$ cat src/rtl/srv_tcm_loader.sv
// rtl/srv_tcm_loader.sv - boot image loader: packs a byte stream into 64-bit TCM writes and holds the core in reset until the load completes.
module srv_tcm_loader #(
    parameter int AW_TCM = 16
) (
    input  logic              clk,
    input  logic              reset,
    input  logic              start,
    input  logic [AW_TCM-1:0] base_addr,
    input  logic              s_valid,
    output logic              s_ready,
    input  logic [7:0]        s_data,
    input  logic              s_last,
    output logic              tcm_ce,
    output logic              tcm_we,
    output logic [AW_TCM-1:0] tcm_addr,
    output logic [63:0]       tcm_bwe,
    output logic [63:0]       tcm_din,
    output logic              busy,
    output logic              done,
    output logic              core_hold,
    output logic [31:0]       checksum,
    output logic              overflow
);

    typedef enum logic [1:0] {IDLE, RECV, WRITE, DONE} state_t;

    state_t              state, state_next;
    logic [AW_TCM-1:0]   word_addr;
    logic [AW_TCM-1:0]   addr_inc;
    logic [2:0]          byte_idx;
    logic [63:0]         word_data;
    logic [63:0]         word_mask;
    logic                word_last;
    logic                start_ok;
    logic                accept;
    logic                completes;

    assign start_ok  = start && (state == IDLE || state == DONE);
    assign accept    = (state == RECV) && s_valid;
    assign completes = (byte_idx == 3'd7) || s_last;
    assign addr_inc  = word_addr + {{(AW_TCM-1){1'b0}}, 1'b1};

    always_ff @(posedge clk) begin
        if (reset) begin
            state <= IDLE;
        end else begin
            state <= state_next;
        end
    end

    always_comb begin
        state_next = state;
        case (state)
            IDLE:    if (start_ok) state_next = RECV;
            DONE:    if (start_ok) state_next = RECV;
            RECV:    if (accept && completes) state_next = WRITE;
            WRITE:   state_next = word_last ? DONE : RECV;
            default: state_next = IDLE;
        endcase
    end

    // tcm_addr is a separate register so it keeps the last written address while a new load is armed.
    always_ff @(posedge clk) begin
        if (reset) begin
            word_addr <= '0;
            tcm_addr  <= '0;
            byte_idx  <= 3'd0;
            word_data <= 64'd0;
            word_mask <= 64'd0;
            word_last <= 1'b0;
            checksum  <= 32'd0;
            overflow  <= 1'b0;
        end else if (start_ok) begin
            word_addr <= base_addr;
            byte_idx  <= 3'd0;
            word_data <= 64'd0;
            word_mask <= 64'd0;
            word_last <= 1'b0;
            checksum  <= 32'd0;
            overflow  <= 1'b0;
        end else if (accept) begin
            word_data[8*byte_idx +: 8] <= s_data;
            word_mask[8*byte_idx +: 8] <= 8'hFF;
            byte_idx  <= byte_idx + 3'd1;
            checksum  <= checksum + {24'd0, s_data};
            if (completes) begin
                word_last <= s_last;
                tcm_addr  <= word_addr;
            end
        end else if (state == WRITE) begin
            word_addr <= addr_inc;
            byte_idx  <= 3'd0;
            word_data <= 64'd0;
            word_mask <= 64'd0;
            if (addr_inc == '0 && !word_last) overflow <= 1'b1;
        end
    end

    assign s_ready   = (state == RECV);
    assign tcm_ce    = (state == WRITE);
    assign tcm_we    = (state == WRITE);
    assign tcm_bwe   = (state == WRITE) ? word_mask : 64'd0;
    assign tcm_din   = word_data;
    assign busy      = (state == RECV) || (state == WRITE);
    assign done      = (state == DONE);
    assign core_hold = (state != DONE);

endmodule

$ cat config.mk
export PLATFORM = sky130hd
export DESIGN_NAME = srv_tcm_loader
export DESIGN_NICKNAME = d
export VERILOG_FILES = /design/src/rtl/srv_tcm_loader.sv
export SDC_FILE = /design/constraint.sdc
export NUM_CORES = 1
export LEC_CHECK = 0
export CAP_MARGIN = 20
export CORE_MARGIN = 2
export CORE_UTILIZATION = 42
export DETAILED_ROUTE_END_ITERATION = 16
export GPL_ROUTABILITY_DRIVEN = 0
export PLACE_DENSITY = 0.76
export SETUP_SLACK_MARGIN = 0.15
export SYNTH_ARGS = -nofsm -noshare
export SYNTH_HDL_FRONTEND = slang
export SYNTH_SLANG_ARGS = --single-unit
$ cat constraint.sdc
create_clock -name clk -period 2.49 [get_ports clk]
set_clock_uncertainty 0.1 [all_clocks]
set_input_delay 0.498 -clock clk [delete_from_list [all_inputs] [get_ports clk]]
set_output_delay 0.498 -clock clk [all_outputs]
set_load 0.01 [all_outputs]
==> results.md, run 1 <==
- Clk pwr share: 0.438
- EDFF count, synth: 0
- Area Overhead vs Synth: 44.5%
- Relative slew margins: 0.463
- Critical Path AT: approximately 2.6 ns
- Avg WL per Cell: 16.4 microns
- Sw frac: 0.278
- RR Startpoint: byte_idx[0]
- Period utilization: 0.920
- Worst Hold End: tcm_addr[8]
- Clock latency on the worst-skew pair: ~0.42 ns
- Row count: 46
- Critical Path End Type: flip-flop
- Least-Margin Pin Slew: 0.805 ns
- Top Ports: between 200 and 250
- Layout cell share with drive strength beyond 1: 0.146
- Gate power share: 0.138
- Via density: 5.37
- Filler Cell Count: 1345
- DIE WIDTH: roughly 130 microns
- CTS clk-pin slew, worst paths: 0.06 ns
- Fin. Hold Viols: 0
- Yosys top cell by area: dfxtp_1
- GRT Util Overall: 0.229
- Async S/R FF share, synth: 0
- Worst VDD drop: 0.527 mV
- Synth Net Count: around 870
- Yosys warnings: 0
- Initial cell density of the core: 0.429
- Synth Register Bits: 143
- Port Buffers: 211
- Finished Core Util: 0.619
- Sequential share of power: 0.424
- Max-Cap Viols: 0
- Die Span Y: 131 microns
- Post-Place Cell Area: 9060 sq um
- Dominant cells by area after synthesis: dfxtp_1 42%, buf_4 6.3%, nor2_1 5.8%
- TritonCTS Buffers: 17
- Remaining global-route overflow: 0
- Largest net degree at the start of global routing: 40
- Root Driver: clkbuf_16
- Worst Path Required: 2.75 ns
- Avg Synthesized Cell Area: 8.29 sq um
- Vias in the first global route: 6237
- Leakage power: approximately 3.8 nW
- H-tree Lvls: 4
- Post-route cell area: slightly below 10000 sq um
- Hold path start: tcm_addr[8]
- Netlist cell types: 49
- Post-DP HPWL: 14100 microns
- HP Class: reg2reg
- Crit Path Category: in2reg
- # DRC: 0
- Final ANT Viol Nets: 0
- Pre-antenna DRT Iters: 5
- Reg-to-Reg End: tcm_din[13]
- Reg2Reg Setup Slack: 0.26 ns
- CTS tree: done
- Final WL: 20400 microns
- Slew Limit Fails: 0
- Hold depth: 2
- Layout Nets: 1067
- Fmax: 437 MHz
- Reg2reg path depth: 10
- Final Setup Violations: 0
- Die ar.: about 17000 sq um
- Worst setup SP type: input port
- CP startpoint: s_data[1]
- RSZ-0062 raised after global routing: true
- Clock Path Buffers: 2
- Seq/Total Area, Yosys: 0.422
- Internal power: roughly 4.2 mW
- Power Density: 591 nW/um^2
- Minimum clock period: 2.29 ns
- Power Total: 5.79 mW
- Net Switching: 1.61 mW
- Status: finished clean
- Synthesized area: 6790 sq um
- Synth top area share: 0.422
- First-pass GRT wire length: 32300 microns
- Synth Instances: 819
- Starting DRT DRC Count: 634
- Antenna violations before repair: 0
- TritonCTS Sinks: 143
- Top FF cell, synth: dfxtp_1
- Worst Path Max Fanout: 11
- Via Count: 6691
- Area of the core: 15800 sq um
through the flow:
stage	std cells	hold slack, ns	setup TNS [ns]	setup slack [ns]
4_1_cts	1242	0.355	0	0.146
3_5_place_dp	1207	0.346	-16.45	-0.477
6_report	1247	0.353	0	0.200
3_3_place_gp	1207	0.338	-10.95	-0.425
2_1_floorplan	819	0.332	0	0.201
5_1_grt	1246	0.370	0	0.145
worst max-delay path, stage by stage:
cell             delay, ns
clkdlybuf4s50_1       0.47
ha_1                  0.31
a21o_1                0.13
a21oi_2               0.10
o21ai_2               0.19
o211ai_2              0.11
buf_4                 0.17
or4_1                 0.41
a21oi_1               0.15
layout by cell type, fill, tap and decap left out, types with 7 or more instances in the layout:
cell type | Yosys | final
dfxtp_1 | 143 | 140
clkdlybuf4s50_1 | 0 | 139
nor2_1 | 104 | 104
nand2_1 | 90 | 89
buf_4 | 57 | 71
dlygate4sd2_1 | 0 | 65
a21oi_1 | 66 | 62
a22oi_1 | 50 | 50
nand3_1 | 41 | 40
o21ai_0 | 20 | 20
xor2_1 | 19 | 19
clkbuf_16 | 0 | 17
inv_1 | 16 | 16
or3_1 | 17 | 16
a211oi_1 | 16 | 16
nand4_1 | 14 | 14
ha_1 | 20 | 14
xnor2_1 | 13 | 13
and2_4 | 0 | 9
nor3_1 | 10 | 9
or4_1 | 9 | 7
dlymetal6s2s_1 | 0 | 7
final cells by class:
type | count | area, sq um | area share
multi-input combinational | 554 | 3410 | 0.347
tap | 216 | 270 | 0.0276
timing repair buffer | 285 | 2610 | 0.266
clock inverter | 15 | 161 | 0.0165
antenna | 1 | 2.50 | 0.000255
clock buffer | 17 | 425 | 0.0434
sequential | 143 | 2870 | 0.293
inverter | 16 | 60.1 | 0.00613
state kept, by name, summed over array words and instances, names as in the netlist:
name,cells
tcm_addr,16
state,2
word_addr,16
word_last,1
checksum,32
overflow,1
tcm_din,64
byte_idx,3
word_mask,8
cells by family after synthesis:
logic type / synth area share
buf+inv: 0.101
flops: 0.422
xor+xnor: 0.0413
fa+ha+maj: 0.0398
simple gates: 0.219
compound gates: 0.177
metal layers:
layer | routed length [microns] | track usage | share of wire | up-vias
li1 | - | - | - | 3222
met5 | 0 | 0 | 0 | -
met1 | 8760 | 0.297 | 0.43 | 3146
met4 | 541 | 0.0845 | 0.026 | 0
met2 | 9480 | 0.368 | 0.46 | 281
met3 | 1640 | 0.0625 | 0.080 | 42
cell usage after synthesis, types with 4 or more instances:
master	count
dfxtp_1	143
nor2_1	104
nand2_1	90
a21oi_1	66
buf_4	57
a22oi_1	50
nand3_1	41
clkbuf_1	36
ha_1	20
o21ai_0	20
xor2_1	19
or3_1	17
a211oi_1	16
inv_1	16
nand4_1	14
xnor2_1	13
and2_1	11
nor3_1	10
or4_1	9
buf_1	8
o211ai_1	5
and4_1	4
buf_2	4
power groups by stage:
stage	Sequential, mW	Clock [mW]	Combinational, mW
floorplan	2.46	0	0.467
global placement	2.50	0	0.738
detailed placement	2.50	0	0.749
CTS	2.45	2.57	0.775
global route	2.47	2.67	0.875
finish	2.46	2.54	0.799
timing repair:
item                       CTS  global route
resized for setup           94            25
setup endpoints to repair  104            52
gates cloned                 0             1
buffers inserted             3             3
hold buffers                 0             0
pin swaps                    2            11
worst max path at each step:
stage                        end  slack [ns]  cells past startpoint
CTS                 checksum[24]        0.15                     10
floorplan           checksum[29]        0.20                      8
detailed placement  checksum[26]       -0.48                      9
global route         tcm_din[13]        0.14                     11
finish              checksum[27]        0.20                      9
global placement    checksum[26]       -0.43                      9
(Power assumes the default switching activity.)
==> inputs of run 2 (changes only) <==
- SETUP_SLACK_MARGIN: 0.15 -> unset
==> run 2 against run 1 <==
Against the previous run: flip-flop and latch count is the same; final cell count shrank 0.16%; first-iteration DRC count shrank 21%; critical path depth shrank 5; wire length shrank 2.7%; total power shrank 0.12%; via count shrank 0.81%; hold slack gained 0.0015 ns; highest routed layer unchanged.
==> results.md, run 2 (synthesized netlist as in run 1, its figures left out) <==
- Hold buffers post-CTS: 0
- Die Span Y: 131 microns
- Clock Path Buffers: 2
- Buf/Inv on CP: 2
- TritonCTS Buffers: 17
- Power Density: 587 nW/um^2
- Status: finished clean
- Slew Limit Fails: 0
- Power Total: about 5.8 mW
- Layout Nets: 1066
- Worst Path Required: 1.89 ns
- Most frequent cells in the layout: 185 x clkdlybuf4s50_1, 142 x dfxtp_1, 103 x nor2_1
- Area Overhead vs Synth: 45.2%
- Fin. Hold Viols: 0
- Least-Margin Pin Slew: 0.789 ns
- Hold depth: 2
- Pre-antenna DRT Iters: 7
- Largest net degree at the start of global routing: 61
- First-pass GRT wire length: 31800 microns
- Top Ports: about 210
- Row count: 46
- Delay of the slowest critical-path stage: 0.55 ns
- Leakage power: 3.90 nW
- Hold path start: tcm_addr[5]
- H-tree Lvls: 4
- Period utilization: 0.976
- Worst VDD drop: approximately 0.55 mV
- Max FFs per register: between 60 and 70
- Fmax: 412 MHz
- Area of the core: 15800 sq um
- HP Class: reg2reg
- Reg2reg path depth: 7
- Via Count: between 6000 and 7000
- Worst Hold End: tcm_addr[5]
- Worst Path Max Fanout: 9
- GRT Util Overall: 0.227
- CTS clk-pin slew, worst paths: 0.06 ns
- Final ANT Viol Nets: 0
- Initial cell density of the core: 0.429
- Max-Cap Viols: 0
- Avg WL per Cell: around 16 microns
- Root Driver: clkbuf_16
- DIE WIDTH: 131 microns
- Relative slew margins: 0.474
- Worst setup SP type: flip-flop
- Minimum clock period: 2.43 ns
- Layout cell share with drive strength beyond 1: 0.133
- Reg-to-Reg End: tcm_din[0]
- Vias in the first global route: 6137
- CP startpoint: state[0]
- RSZ-0062 raised after global routing: true
- DP Worst Slack: -0.451 ns
- Crit-path slowest cell: clkdlybuf4s50_1
- Final WL: 19900 microns
- # DRC: 0
- Commonest non-fill, non-tap cell in the layout: clkdlybuf4s50_1
- Worst setup margin: 0.0609 ns
- Critical Path End Type: output pin
- Crit-path cells: inv_1, ha_4, and2_4, clkdlybuf4s50_1
- Post-DP HPWL: approximately 14000 microns
- Port Buffers: 211
- Starting DRT DRC Count: 502
- Ant. Diodes: 0
- Filler Cell Count: 1354
- Clock latency on the worst-skew pair: between 0.4 and 0.5 ns
- RR Startpoint: byte_idx[1]
- Critical Path AT: ~1.8 ns
- Via density: between 5 and 6
- Final Setup Violations: 0
- CTS tree: done
- TritonCTS Sinks: ~140
- Crit Path Category: reg2out
- Antenna violations before repair: 0
- Die ar.: 17200 sq um
- Remaining global-route overflow: 0
- Reg2Reg Setup Slack: 0.15 ns
- Delay-heaviest family, CP: buffers and inverters
[run 2: cell types whose count changed in the layout (fill, tap and decap cells not counted), sizes merged]
| cell | delta |
|---|---|
| clkbuf | +1 |
| clkdlybuf4s50 | +46 |
| dlymetal6s2s | +19 |
| clkinv | -3 |
| buf | -1 |
| dlygate4sd2 | -65 |
| diode | -1 |
| inv | +2 |
[run 2: tightest hold or removal path, cell delays in order, from the launching register on]
cell	delay (ns)
dfxtp_1	0.31
nand2_1	0.05
a21oi_1	0.05
[run 2: layout make-up]
cell class | count | area, sq um | area share
clock inverters | 14 | 159 | 0.0161
well taps | 216 | 270 | 0.0274
flip-flops and latches | 143 | 2860 | 0.291
repair buffers | 284 | 2740 | 0.278
inverters | 16 | 60.1 | 0.00609
multi-input cells | 554 | 3340 | 0.338
clock buffers | 18 | 429 | 0.0435
[run 2: worst max path at each step]
stage	endpoint	slack (ns)	cells after the start
final	tcm_bwe[47]	0.06	4
after global routing	checksum[16]	-0.02	10
after CTS	tcm_bwe[44]	0.003	4
after detailed placement	checksum[12]	-0.45	10
after global placement	checksum[12]	-0.41	10
after floorplan	tcm_din[36]	0.00008	9
[run 2: report_power, final]
group / leakage (nW) / switching (mW) / internal (mW) / total [mW]
Combinational: 2.47 / 0.453 / 0.340 / 0.792
Sequential: 1.16 / 0.0950 / 2.36 / 2.45
Clock: 0.276 / 1.05 / 1.49 / 2.54
[run 2: what timing repair did]
| action | CTS | global route |
|---|---|---|
| resized for setup | 19 | 37 |
| endpoints found under the setup margin | 69 | 94 |
| pin swaps | 1 | 4 |
| setup buffers | 0 | 1 |
[run 2: stage by stage]
step / utilization / instance area (sq um) / instances / TNS [ns] / hold slack (ns)
after floorplan: - / 6790 / 819 / 0 / 0.332
after global placement: 0.575 / 9100 / 1212 / -8.76 / 0.341
after detailed placement: 0.575 / 9100 / 1212 / -9.86 / 0.346
after CTS: 0.615 / 9730 / 1244 / 0 / 0.355
after global routing: 0.623 / 9860 / 1245 / -0.0203 / 0.378
final: 0.623 / 9860 / 1245 / 0 / 0.354
[run 2: per-layer routing]
layer,global-route usage,vias up,wire length [microns]
met5,0,-,0
met4,0.0761,0,343
met3,0.0567,31,1520
met2,0.368,257,9330
met1,0.297,3138,8670
li1,-,3211,-
